<file path="src/rtl/lsu_pkg.sv">
// Shared types and defaults for the load/store memory controller.
// Holds the FSM state encoding, the decoded operation type and the byte-merge helper.
package lsu_pkg;

  localparam int LSU_ADDR_W = 14;
  localparam int LSU_DATA_W = 16;

  typedef enum logic [2:0] {
    IDLE,
    ACCESS,
    RMW_RD,
    RMW_WR,
    RESP
  } lsu_state_e;

  // Encoding is {we, byte} so the request fields cast straight onto it.
  typedef enum logic [1:0] {
    LD_W = 2'b00,
    LD_B = 2'b01,
    ST_W = 2'b10,
    ST_B = 2'b11
  } lsu_op_e;

  function automatic lsu_op_e decode_op(input logic we, input logic is_byte);
    return lsu_op_e'({we, is_byte});
  endfunction

  // Byte at A sits in the upper half of the word at A; the lower half (byte A-1) is kept.
  function automatic logic [15:0] merge_byte(input logic [15:0] word, input logic [7:0] b);
    return {b, word[7:0]};
  endfunction

endpackage

</file>
<file path="src/rtl/lsu_mem_ctrl.sv">
// Load/store controller: one request per handshake, byte stores via read-modify-write,
// held response channel. Optional misaligned-word check enabled by LSU_ALIGN_CHK_EN.
module lsu_mem_ctrl
  import lsu_pkg::*;
#(
  parameter int ADDR_W = LSU_ADDR_W,
  parameter int DATA_W = LSU_DATA_W
) (
  input  logic              clk,
  input  logic              rst,
  input  logic              req_valid,
  output logic              req_ready,
  input  logic              req_we,
  input  logic              req_byte,
  input  logic [ADDR_W-1:0] req_addr,
  input  logic [DATA_W-1:0] req_wdata,
  output logic              rsp_valid,
  input  logic              rsp_ready,
  output logic [DATA_W-1:0] rsp_rdata,
  output logic              rsp_err,
  output logic [ADDR_W-1:0] mem_addr,
  output logic [DATA_W-1:0] mem_wdata,
  output logic              mem_we,
  input  logic [DATA_W-1:0] mem_rdata
);

  // Handshakes: a request transfers on a rising edge where req_valid && req_ready;
  // a response transfers on a rising edge where rsp_valid && rsp_ready, and rsp_valid,
  // rsp_rdata and rsp_err hold steady until then.

  lsu_state_e state;
  lsu_state_e state_next;
  lsu_op_e    op_q;
  logic       misalign;

`ifdef LSU_ALIGN_CHK_EN
  logic err_q;
  // A word at A is {byte[A], byte[A-1]}, so a word address is aligned when A is odd.
  assign misalign = !req_byte && !req_addr[0];
  assign rsp_err  = err_q;
`else
  assign misalign = 1'b0;
  assign rsp_err  = 1'b0;
`endif

  assign req_ready = (state == IDLE);
  assign rsp_valid = (state == RESP);
  assign mem_we    = ((state == ACCESS) && (op_q == ST_W)) || (state == RMW_WR);

  always_ff @(posedge clk) begin
    if (rst) begin
      state <= IDLE;
    end else begin
      state <= state_next;
    end
  end

  always_comb begin
    state_next = state;
    case (state)
      IDLE: begin
        if (req_valid) begin
          if (misalign) begin
            state_next = RESP;
          end else if (decode_op(req_we, req_byte) == ST_B) begin
            state_next = RMW_RD;
          end else begin
            state_next = ACCESS;
          end
        end
      end
      ACCESS:  state_next = RESP;
      RMW_RD:  state_next = RMW_WR;
      RMW_WR:  state_next = RESP;
      RESP: begin
        if (rsp_ready) begin
          state_next = IDLE;
        end
      end
      default: state_next = IDLE;
    endcase
  end

  always_ff @(posedge clk) begin
    if (rst) begin
      op_q      <= LD_W;
      mem_addr  <= '0;
      mem_wdata <= '0;
      rsp_rdata <= '0;
`ifdef LSU_ALIGN_CHK_EN
      err_q     <= 1'b0;
`endif
    end else begin
      case (state)
        IDLE: begin
          if (req_valid) begin
            op_q      <= decode_op(req_we, req_byte);
            mem_addr  <= req_addr;
            mem_wdata <= req_wdata;
            rsp_rdata <= '0;
`ifdef LSU_ALIGN_CHK_EN
            err_q     <= misalign;
`endif
          end
        end
        ACCESS: begin
          case (op_q)
            LD_W:    rsp_rdata <= mem_rdata;
            LD_B:    rsp_rdata <= {8'h00, mem_rdata[15:8]};
            default: rsp_rdata <= '0;
          endcase
        end
        // mem_wdata still carries the request data, so its low byte is the store byte.
        RMW_RD: mem_wdata <= merge_byte(mem_rdata, mem_wdata[7:0]);
        default: ;
      endcase
    end
  end

endmodule

</file>
<file path="config.mk">
export PLATFORM = sky130hd
export DESIGN_NAME = lsu_mem_ctrl
export DESIGN_NICKNAME = d
export VERILOG_FILES = /design/src/rtl/lsu_pkg.sv /design/src/rtl/lsu_mem_ctrl.sv
export SDC_FILE = /design/constraint.sdc
export NUM_CORES = 1
export LEC_CHECK = 0
export BUFFER_PORTS_ARGS = -buffer_cell sky130_fd_sc_hd__buf_4
export CAP_MARGIN = 15
export CORE_MARGIN = 1.5
export CORE_UTILIZATION = 30
export CTS_CLUSTER_DIAMETER = 50
export CTS_CLUSTER_SIZE = 12
export DETAILED_ROUTE_END_ITERATION = 12
export SYNTH_ARGS = -nofsm -noshare
export SYNTH_HDL_FRONTEND = slang
export SYNTH_SLANG_ARGS = --single-unit
</file>
<file path="constraint.sdc">
create_clock -name clk -period 2.6 [get_ports clk]
set_clock_uncertainty 0.15 [all_clocks]
set_input_delay 0 -clock clk [delete_from_list [all_inputs] [get_ports clk]]
set_output_delay 0 -clock clk [all_outputs]
set_load 0.01 [all_outputs]
</file>
### Word-level counts from Yosys, hierarchy flattened

Cells that the tools add are included.

| word-level totals | value |
|---|---|
| register bits after elaboration | 51 |
| bits of input ports | 52 |
| output and inout port bits | 50 |
| word-level logic and storage cells | 34 |

| operators by class | value |
|---|---|
| equal/unequal tests | 9 |
| multiplexer cells | 9 |
| reduce and logical (&&, ||, !) cells | 11 |

Operators by type and width:

| kind | count |
|---|---|
| 16-bit case mux with 2 select lines | 3 |
| 16-bit two-way mux | 2 |
| 3-bit case mux with 4 select lines | 1 |
| 2-bit AND reduction | 4 |
| 3-bit by 2-bit == test with 1-bit output, second input constant | 2 |
| 3-bit two-way mux | 2 |
| 2-bit == test, second input constant | 2 |
| 2-bit nonzero test | 2 |
| 3-bit by 1-bit == test with 1-bit output, second input constant | 1 |
| 3-bit == test, second input constant | 1 |
| 3-bit logical NOT | 1 |
| 2-bit by 1-bit == test with 1-bit output, second input constant | 1 |
| 2-bit logical NOT | 1 |
| 2-bit two-way mux | 1 |
| 2-bit by 1-bit != test with 1-bit output, second input constant | 1 |
| 2-bit != test, second input constant | 1 |
| 2-bit OR reduction | 1 |
| 1-bit logical AND | 1 |
| 1-bit logical OR | 1 |

### Logic depth before layout (Yosys ltp)

Gate-level depths: netlist of run 1.

| depth | value |
|---|---|
| depth in word-level cells | 4 |
| mapped depth | 6 |
| gate-level depth less buffers | 3 |

### Least setup slack after synthesis of run 1

No wires, ideal clock.

| path | value |
|---|---|
| path type | reg-to-reg |
| from | register state[0] |
| to | register mem_wdata[1] |
| library setup time | 0.132 ns |
| arrival time | 1.351 ns |
| required time | 2.318 ns |
| setup slack | 0.966 ns |
| cell stages (with the launch flop) | 7 |
| path buffers | 3 |
| period minus slack after synthesis | 1.634 ns |
| cell sequence | dfxtp_1 -> buf_6 -> or4b_4 -> buf_6 -> buf_12 -> nand3_1 -> a21oi_1 |

| on the way | value |
|---|---|
| longest elaborated chain between the ends | 3 |
| elaborated cells between the ends (all ways) | 6 |
| classes of those cells | eq/ne: 2; mux: 1; reduce/logical: 3 |

RTL lines:

| item | RTL line | source |
|---|---|---|
| from (decl) | lsu_mem_ctrl.sv:31 | `lsu_state_e state;` |
| from (signal assigned) | lsu_mem_ctrl.sv:54 | `state <= state_next;` |
| 3-bit by 2-bit == test with 1-bit output or 3-bit logical NOT (tied branches) | lsu_mem_ctrl.sv:94 | `case (state)` |
| 2-bit nonzero test (no line) or 2-bit != test (tied branches) | - |  |
| 2-bit AND reduction (no line) | - |  |
| to (signal assigned) | lsu_mem_ctrl.sv:99 | `mem_wdata <= req_wdata;` |
| to (signal assigned) | lsu_mem_ctrl.sv:114 | `RMW_RD: mem_wdata <= merge_byte(mem_rdata, mem_wdata[7:0]);` |
| to (decl) | lsu_mem_ctrl.sv:22 | `output logic [DATA_W-1:0] mem_wdata,` |

Several ways; a longest one is shown, not always the timed one.
A chain may end at the register's enable or synchronous reset.

### Final worst setup path of run 1

| path | value |
|---|---|
| from | register state[0] |
| to | register mem_wdata[6] |

Same word-level chain as after synthesis.

==> impl_results.rst, run 1 <==
.. list-table::
   :header-rows: 1

   * - Metric
     - Value
   * - Status
     - completed
   * - Worst path slowest cell
     - sky130_fd_sc_hd__dlygate4sd3_1
   * - Detailed-router iteration count before antenna repair
     - 5
   * - Number of register bits inferred by synthesis
     - 51
   * - Internal Dissipation
     - 0.001251 W
   * - Share of the yosys chip area belonging to registers
     - 0.4717
   * - Final count of hold timing violations
     - 0
   * - Capturing element type of the critical path
     - register
   * - Worst hold path endpoint
     - mem_addr[4]
   * - Startpoint of the tightest hold check path
     - mem_addr[4]
   * - Leftover overflow at the end of global routing
     - 0
   * - Crit-path max cell delay
     - 0.57 ns
   * - Seq. cell area
     - 1021 um2
   * - Clock sinks
     - 51
   * - Floorplan Core Area
     - 6869 um2
   * - Total die area
     - 7733 um2
   * - Pwr dens
     - 485.9 nW/um2
   * - Clock tree from TritonCTS
     - built
   * - PnR worst setup slack
     - 0.3165 ns
   * - Nature of the critical path startpoint
     - register
   * - Cell count of the worst hold path
     - 2
   * - Crit path required time
     - 2.68 ns
   * - Final instance area
     - 3565 um2
   * - Number of antenna violations at the first check in global routing
     - 0
   * - Starting Density
     - 0.3151
   * - Share of layout cells above drive strength 1
     - 0.3351
   * - Part of the cycle the worst path needs
     - 0.8783
   * - Number of nets in the final layout
     - 432
   * - Max_slew headroom
     - 0.6658
   * - Mux share of post-synthesis cell area
     - 0.03699
   * - Number of vias in the routed layout
     - 2251
   * - Critical Path Fanout Max
     - 28
   * - Relative contribution of sequential cells to total power
     - 0.504
   * - Clock Tree Buf Depth
     - 2
   * - Final TNS setup
     - 0 ns
   * - DRT Wirelength
     - 6.661 mm
   * - CP cell instances
     - nor4b_4, buf_4, a22oi_1, dlygate4sd3_1, a21oi_1
   * - Residual DRC
     - 0
   * - Resized cells post-CTS
     - 0
   * - Root Driver
     - sky130_fd_sc_hd__clkbuf_8
   * - Main combinational cell family by area after synthesis
     - compound AO/OA/AOI/OAI gates
   * - Clock slew at reported path FFs
     - 0.09 ns
   * - Synth top area share
     - 0.4717
   * - Setup repair after global routing missed its margin
     - false
   * - Fraction of power consumed by combinational cells
     - 0.249
   * - Fraction of power consumed by the clock network
     - 0.247
   * - Data arrival time of the critical path
     - 2.37 ns
   * - Largest net degree at the start of global routing
     - 46
   * - I/O pin count
     - 102
   * - H-tree lvl count
     - 2
   * - Kind of cell with the highest combined delay on the critical path
     - buffers and inverters
   * - Number of inserted diodes
     - 0
   * - Final max-slew violation count
     - 0
   * - WL/cell
     - 14.02 um
   * - Post-Synth Simple-Gate Area
     - 0.1988
   * - Post-synth net total
     - 285
   * - First-pass GRT wire length
     - 10.47 mm
   * - Critical R2R Capture
     - mem_wdata[6]
   * - Unique masters post-synth
     - 32
   * - Post-synthesis adder-cell area fraction
     - 0
   * - Antenna Nets Post-Route
     - 0
   * - Origin of the critical flop-to-flop path
     - state[0]
   * - Footprint of the multi-input gates
     - 975.9 um2
   * - Switching part of the total
     - 0.2777
   * - Power spent charging and discharging nets
     - 0.0004810 W
   * - Hold/Removal Path Class
     - reg -> reg
   * - Fill cells
     - 658
   * - Drt via density
     - 4.739
   * - Syn-to-layout area delta
     - 64.68%
   * - Largest area contributor in the netlist
     - sky130_fd_sc_hd__dfxtp_1
   * - Vias in the first global route
     - 2198
   * - CTS Buf Count
     - 5
   * - Highest clock rate
     - 437.9 MHz
   * - First DRT Iteration DRCs
     - 89
   * - Die Span X
     - 87.94 um
   * - Logic depth of the worst path, buffers included
     - 5
   * - Min Tclk post-route
     - 2.284 ns
   * - Actual transition at the worst max-transition pin
     - 0.4995 ns
   * - Depth of the most critical reg-to-reg path
     - 5
   * - Gp weighted congestion
     - 0.7808
   * - Commonest register cell after synthesis
     - sky130_fd_sc_hd__dfxtp_1
   * - Leakage power of the design
     - 1.454 nW
   * - Synth area leaders
     - sky130_fd_sc_hd__dfxtp_1 47%, sky130_fd_sc_hd__a21oi_1 9.9%, sky130_fd_sc_hd__nand2_1 5.7%
   * - Die extent in y
     - 87.94 um
   * - Maximum resistive drop on vdd
     - 0.2509 mV
   * - Compound-cell area share of the yosys netlist
     - 0.2133
   * - Pre-CTS WS
     - 0.7776 ns
   * - Maximum capacitance violations
     - 0
   * - Post-synthesis average cell area
     - 9.290 um2
   * - Clock latency on the worst-skew pair
     - 0.30 ns
   * - FF-to-FF setup slack
     - 0.32 ns
   * - Cell area after placement
     - 2902 um2
   * - Post-Syn Area
     - 2165 um2
   * - Combined global-route utilization of all metal layers
     - 0.1743
   * - Critical path type
     - reg -> reg
   * - Crit path buffers/inverters
     - 2
   * - Number of I/O port buffers
     - 100
   * - Number of synthesized flops with an enable pin
     - 0
   * - Commonest cells in the synthesized netlist
     - 51 x sky130_fd_sc_hd__dfxtp_1, 43 x sky130_fd_sc_hd__a21oi_1, 33 x sky130_fd_sc_hd__nand2_1, 16 x sky130_fd_sc_hd__a22oi_1, 14 x sky130_fd_sc_hd__nand3_1
   * - Std cell rows
     - 30
   * - Count of endpoints failing setup in the final report
     - 0
   * - Most frequently used cell type in the post-synthesis netlist
     - sky130_fd_sc_hd__dfxtp_1
   * - Cells after Synth
     - 233
   * - Share of synthesized flip-flops with an asynchronous set or reset
     - 0
   * - Count of synthesis-stage warnings from yosys
     - 0
   * - Detailed placement HPWL
     - 4.147 mm
   * - Synth Area in XOR/XNOR
     - 0
==> state kept, by name, summed over array words and instances, names as in the netlist <==
name	flops
rsp_rdata	16
mem_wdata	16
state	3
op_q	2
mem_addr	14
==> layer usage <==
metal	global-route usage	routed length (um)
met3	0.04430	457
met1	0.2209	2978
met4	0.06494	157
met5	0	0
met2	0.2852	3067
==> stage by stage <==
stage / hold slack [ns] / util / total power, W / cells
2_1_floorplan: -0.01403 / - / 0.001089 / 233
3_3_place_gp: 0.1014 / 0.4224 / 0.001242 / 410
3_5_place_dp: 0.1104 / 0.4224 / 0.001245 / 410
4_1_cts: 0.3097 / 0.5189 / 0.001746 / 475
5_1_grt: 0.3226 / 0.5189 / 0.001818 / 475
6_report: 0.3068 / 0.5189 / 0.001732 / 475
==> power by group through the flow <==
stage                     Clock (W)  Combinational, W  Sequential (W)
after floorplan                   0          0.000189        0.000901
after global placement            0          0.000352        0.000890
after detailed placement          0          0.000354        0.000891
after CTS                  0.000443          0.000430        0.000873
after global routing       0.000468          0.000469        0.000881
final                      0.000427          0.000432        0.000873
==> cells in the final DEF (no fill, tap or decap), types with 2 or more instances in the layout <==
| cell type | n |
|---|---|
| sky130_fd_sc_hd__a21oi_1 | 43 |
| sky130_fd_sc_hd__a22oi_1 | 16 |
| sky130_fd_sc_hd__buf_4 | 104 |
| sky130_fd_sc_hd__clkbuf_8 | 5 |
| sky130_fd_sc_hd__dfxtp_1 | 51 |
| sky130_fd_sc_hd__dlygate4sd3_1 | 59 |
| sky130_fd_sc_hd__mux2i_1 | 8 |
| sky130_fd_sc_hd__nand2_1 | 33 |
| sky130_fd_sc_hd__nand3_1 | 14 |
| sky130_fd_sc_hd__nand3_2 | 10 |
| sky130_fd_sc_hd__nor2_1 | 2 |
| sky130_fd_sc_hd__nor4_1 | 2 |
| sky130_fd_sc_hd__o21ai_0 | 8 |
| sky130_fd_sc_hd__o2bb2ai_1 | 8 |
==> layout make-up <==
class | count | share of cell area
sequential | 51 | 0.2864
tap | 96 | 0.03370
multi-input combinational | 158 | 0.2738
clock buffer | 6 | 0.02036
inverter | 1 | 0.001053
timing repair buffer | 163 | 0.3847
==> worst register-to-register path: cells and delay by family, from the launching register on <==
kind	cells	cell delay (ns)
AOI/OAI and AO/OA	2	0.26
buffers and inverters	2	0.94
DFF	1	0.44
and+or+nand+nor	1	0.43
==> how the worst max path moves through the flow <==
stage / to / from
floorplan: mem_wdata[1] / state[0]
global placement: mem_wdata[1] / state[1]
detailed placement: mem_wdata[1] / state[1]
CTS: mem_wdata[6] / state[0]
global route: mem_wdata[0] / state[0]
finish: mem_wdata[6] / state[0]
==> kinds of logic (layout without fill, tap and decap cells) <==
logic type,count (synthesis),count (layout)
other,1,1
buffers and inverters,24,170
AOI/OAI and AO/OA,77,77
and+or+nand+nor,72,72
DFF,51,51
muxes,8,8
==> what timing repair did <==
item                                   4_1_cts  5_1_grt
setup buffers                                0        0
hold buffers                                59        0
endpoints found under the hold margin       51        0
(Power assumes the default switching activity.)
==> run 2, diff against run 1 <==
Settings changed: BUFFER_PORTS_ARGS -buffer_cell sky130_fd_sc_hd__buf_4 to -buffer_cell sky130_fd_sc_hd__clkbuf_2, GPL_TIMING_DRIVEN set to 0.
==> impl_results.rst, run 2 (synthesis results as in run 1) <==
.. list-table::
   :header-rows: 1

   * - Metric
     - Value
   * - Number of antenna violations at the first check in global routing
     - 0
   * - CTS Buf Count
     - 5
   * - Total die area
     - 7733 um2
   * - Registers with the most flip-flops
     - mem_wdata (16), rsp_rdata (16), mem_addr (14)
   * - Cell area after placement
     - 2780 um2
   * - H-tree lvl count
     - 2
   * - Origin of the critical flop-to-flop path
     - state[1]
   * - Highest clock rate
     - 442.2 MHz
   * - Clock Tree Buf Depth
     - 2
   * - Syn-to-layout area delta
     - 58.96%
   * - Capturing element type of the critical path
     - register
   * - Crit path buffers/inverters
     - 3
   * - Die Span X
     - 87.94 um
   * - Post-placement cell count
     - 428
   * - Final instance area
     - 3441 um2
   * - Detailed placement HPWL
     - 4.572 mm
   * - Non-filler instance count after layout
     - 492
   * - Vias in the first global route
     - 2252
   * - Clock sinks
     - 51
   * - Pwr dens
     - 517.0 nW/um2
   * - Antenna Nets Post-Route
     - 0
   * - Resized cells post-CTS
     - 0
   * - First DRT Iteration DRCs
     - 115
   * - WL/cell
     - 13.73 um
   * - Leftover overflow at the end of global routing
     - 0
   * - Critical path startpoint
     - state[1]
   * - First-pass GRT wire length
     - 10.63 mm
   * - Number of inserted diodes
     - 0
   * - Clock slew at reported path FFs
     - 0.09 ns
   * - Crit path required time
     - 2.68 ns
   * - Starting Density
     - 0.3151
   * - I/O pin count
     - 102
   * - Critical Path Fanout Max
     - 10
   * - Final Total Pwr
     - 0.001779 W
   * - Drt via density
     - 4.644
   * - Clock latency on the worst-skew pair
     - 0.29 ns
   * - Die extent in y
     - 87.94 um
   * - Detailed-router iteration count before antenna repair
     - 4
   * - Final count of hold timing violations
     - 0
   * - Share of layout cells above drive strength 1
     - 0.3586
   * - Max_slew headroom
     - 0.3893
   * - Largest net degree at the start of global routing
     - 15
   * - Leakage power of the design
     - 1.463 nW
   * - Status
     - completed
   * - Worst path slowest cell
     - sky130_fd_sc_hd__dlygate4sd3_1
   * - Crit-path max cell delay
     - 0.58 ns
   * - Maximum capacitance violations
     - 0
   * - Std cell rows
     - 30
   * - Highest-count cells in the layout ignoring fill and taps
     - 101 x sky130_fd_sc_hd__clkbuf_2, 56 x sky130_fd_sc_hd__dlygate4sd3_1, 51 x sky130_fd_sc_hd__dfxtp_1
   * - Number of vias in the routed layout
     - 2285
   * - Number of nets in the final layout
     - 447
   * - Data arrival time of the critical path
     - 2.35 ns
   * - Count of endpoints failing setup in the final report
     - 0
   * - Actual transition at the worst max-transition pin
     - 0.9137 ns
   * - Final TNS setup
     - 0 ns
   * - Nature of the critical path startpoint
     - register
   * - Gp weighted congestion
     - 0.7742
   * - Floorplan Core Area
     - 6869 um2
   * - Seq. cell area
     - 1021 um2
   * - Number of I/O port buffers
     - 99
   * - Final max-slew violation count
     - 0
   * - Critical path type
     - reg -> reg
   * - Fill cells
     - 664
   * - Most frequent standard cell in the layout excluding fill and tap cells
     - sky130_fd_sc_hd__clkbuf_2
   * - Part of the cycle the worst path needs
     - 0.8697
   * - Setup repair after global routing missed its margin
     - false
   * - DRT Wirelength
     - 6.753 mm
   * - Maximum resistive drop on vdd
     - 0.3575 mV
   * - Clock tree from TritonCTS
     - built
   * - Residual DRC
     - 0
   * - Root Driver
     - sky130_fd_sc_hd__clkbuf_8
   * - Footprint of the multi-input gates
     - 975.9 um2
   * - Min Tclk post-route
     - 2.261 ns
   * - Startpoint of the tightest hold check path
     - rst
   * - Kind of cell with the highest combined delay on the critical path
     - buffers and inverters
   * - CP cell instances
     - buf_6, nor3b_2, buf_2, a22oi_1, dlygate4sd3_1, a21oi_1
   * - Combined global-route utilization of all metal layers
     - 0.1786
   * - Hold/Removal Path Class
     - in -> reg
==> run 2: power by group <==
part	switching (W)	total, W	internal, W
Combinational	0.000206	0.000419	0.000213
Sequential	0.0000337	0.000866	0.000832
Clock	0.000251	0.000494	0.000243
Total	0.000490	0.00178	0.00129
==> run 2: area by class of cell <==
type / instances / share of cell area
timing repair buffer: 155 / 0.3069
buffer: 23 / 0.04764
clock buffer: 8 / 0.02909
sequential: 51 / 0.2967
tap: 96 / 0.03491
inverter: 1 / 0.001091
multi-input combinational: 158 / 0.2836
==> run 2: path summary, 6_finish.rpt <==
kind	to	slack, ns	depth (start not counted)
worst max-delay path	mem_wdata[5]	0.34	6
worst min-delay path	state[0]	0.01	2
worst max register to register	mem_wdata[5]	0.34	6
worst min register to register	mem_addr[7]	0.31	2
==> run 2: what timing repair did <==
| action | 4_1_cts | 5_1_grt |
|---|---|---|
| endpoints found under the hold margin | 51 | 0 |
| buffers inserted | 0 | 0 |
| hold buffers | 56 | 0 |
==> run 2: routing by layer <==
metal,up-vias,share of wire,track usage
li1,1155,-,-
met1,1039,0.46,0.2197
met2,81,0.47,0.3046
met3,10,0.053,0.03676
met4,0,0.015,0.07071
met5,-,0,0
==> run 2: through the flow <==
stage | hold WS [ns] | setup WS (ns) | utilization
6_report | 0.01108 | 0.3387 | 0.5009
5_1_grt | 0.05858 | 0.1850 | 0.5009
4_1_cts | 0.01081 | 0.3381 | 0.5009
3_5_place_dp | 0.08114 | 0.8055 | 0.4047
3_3_place_gp | 0.07767 | 0.8185 | 0.4047
2_1_floorplan | -0.01403 | 0.9663 | -
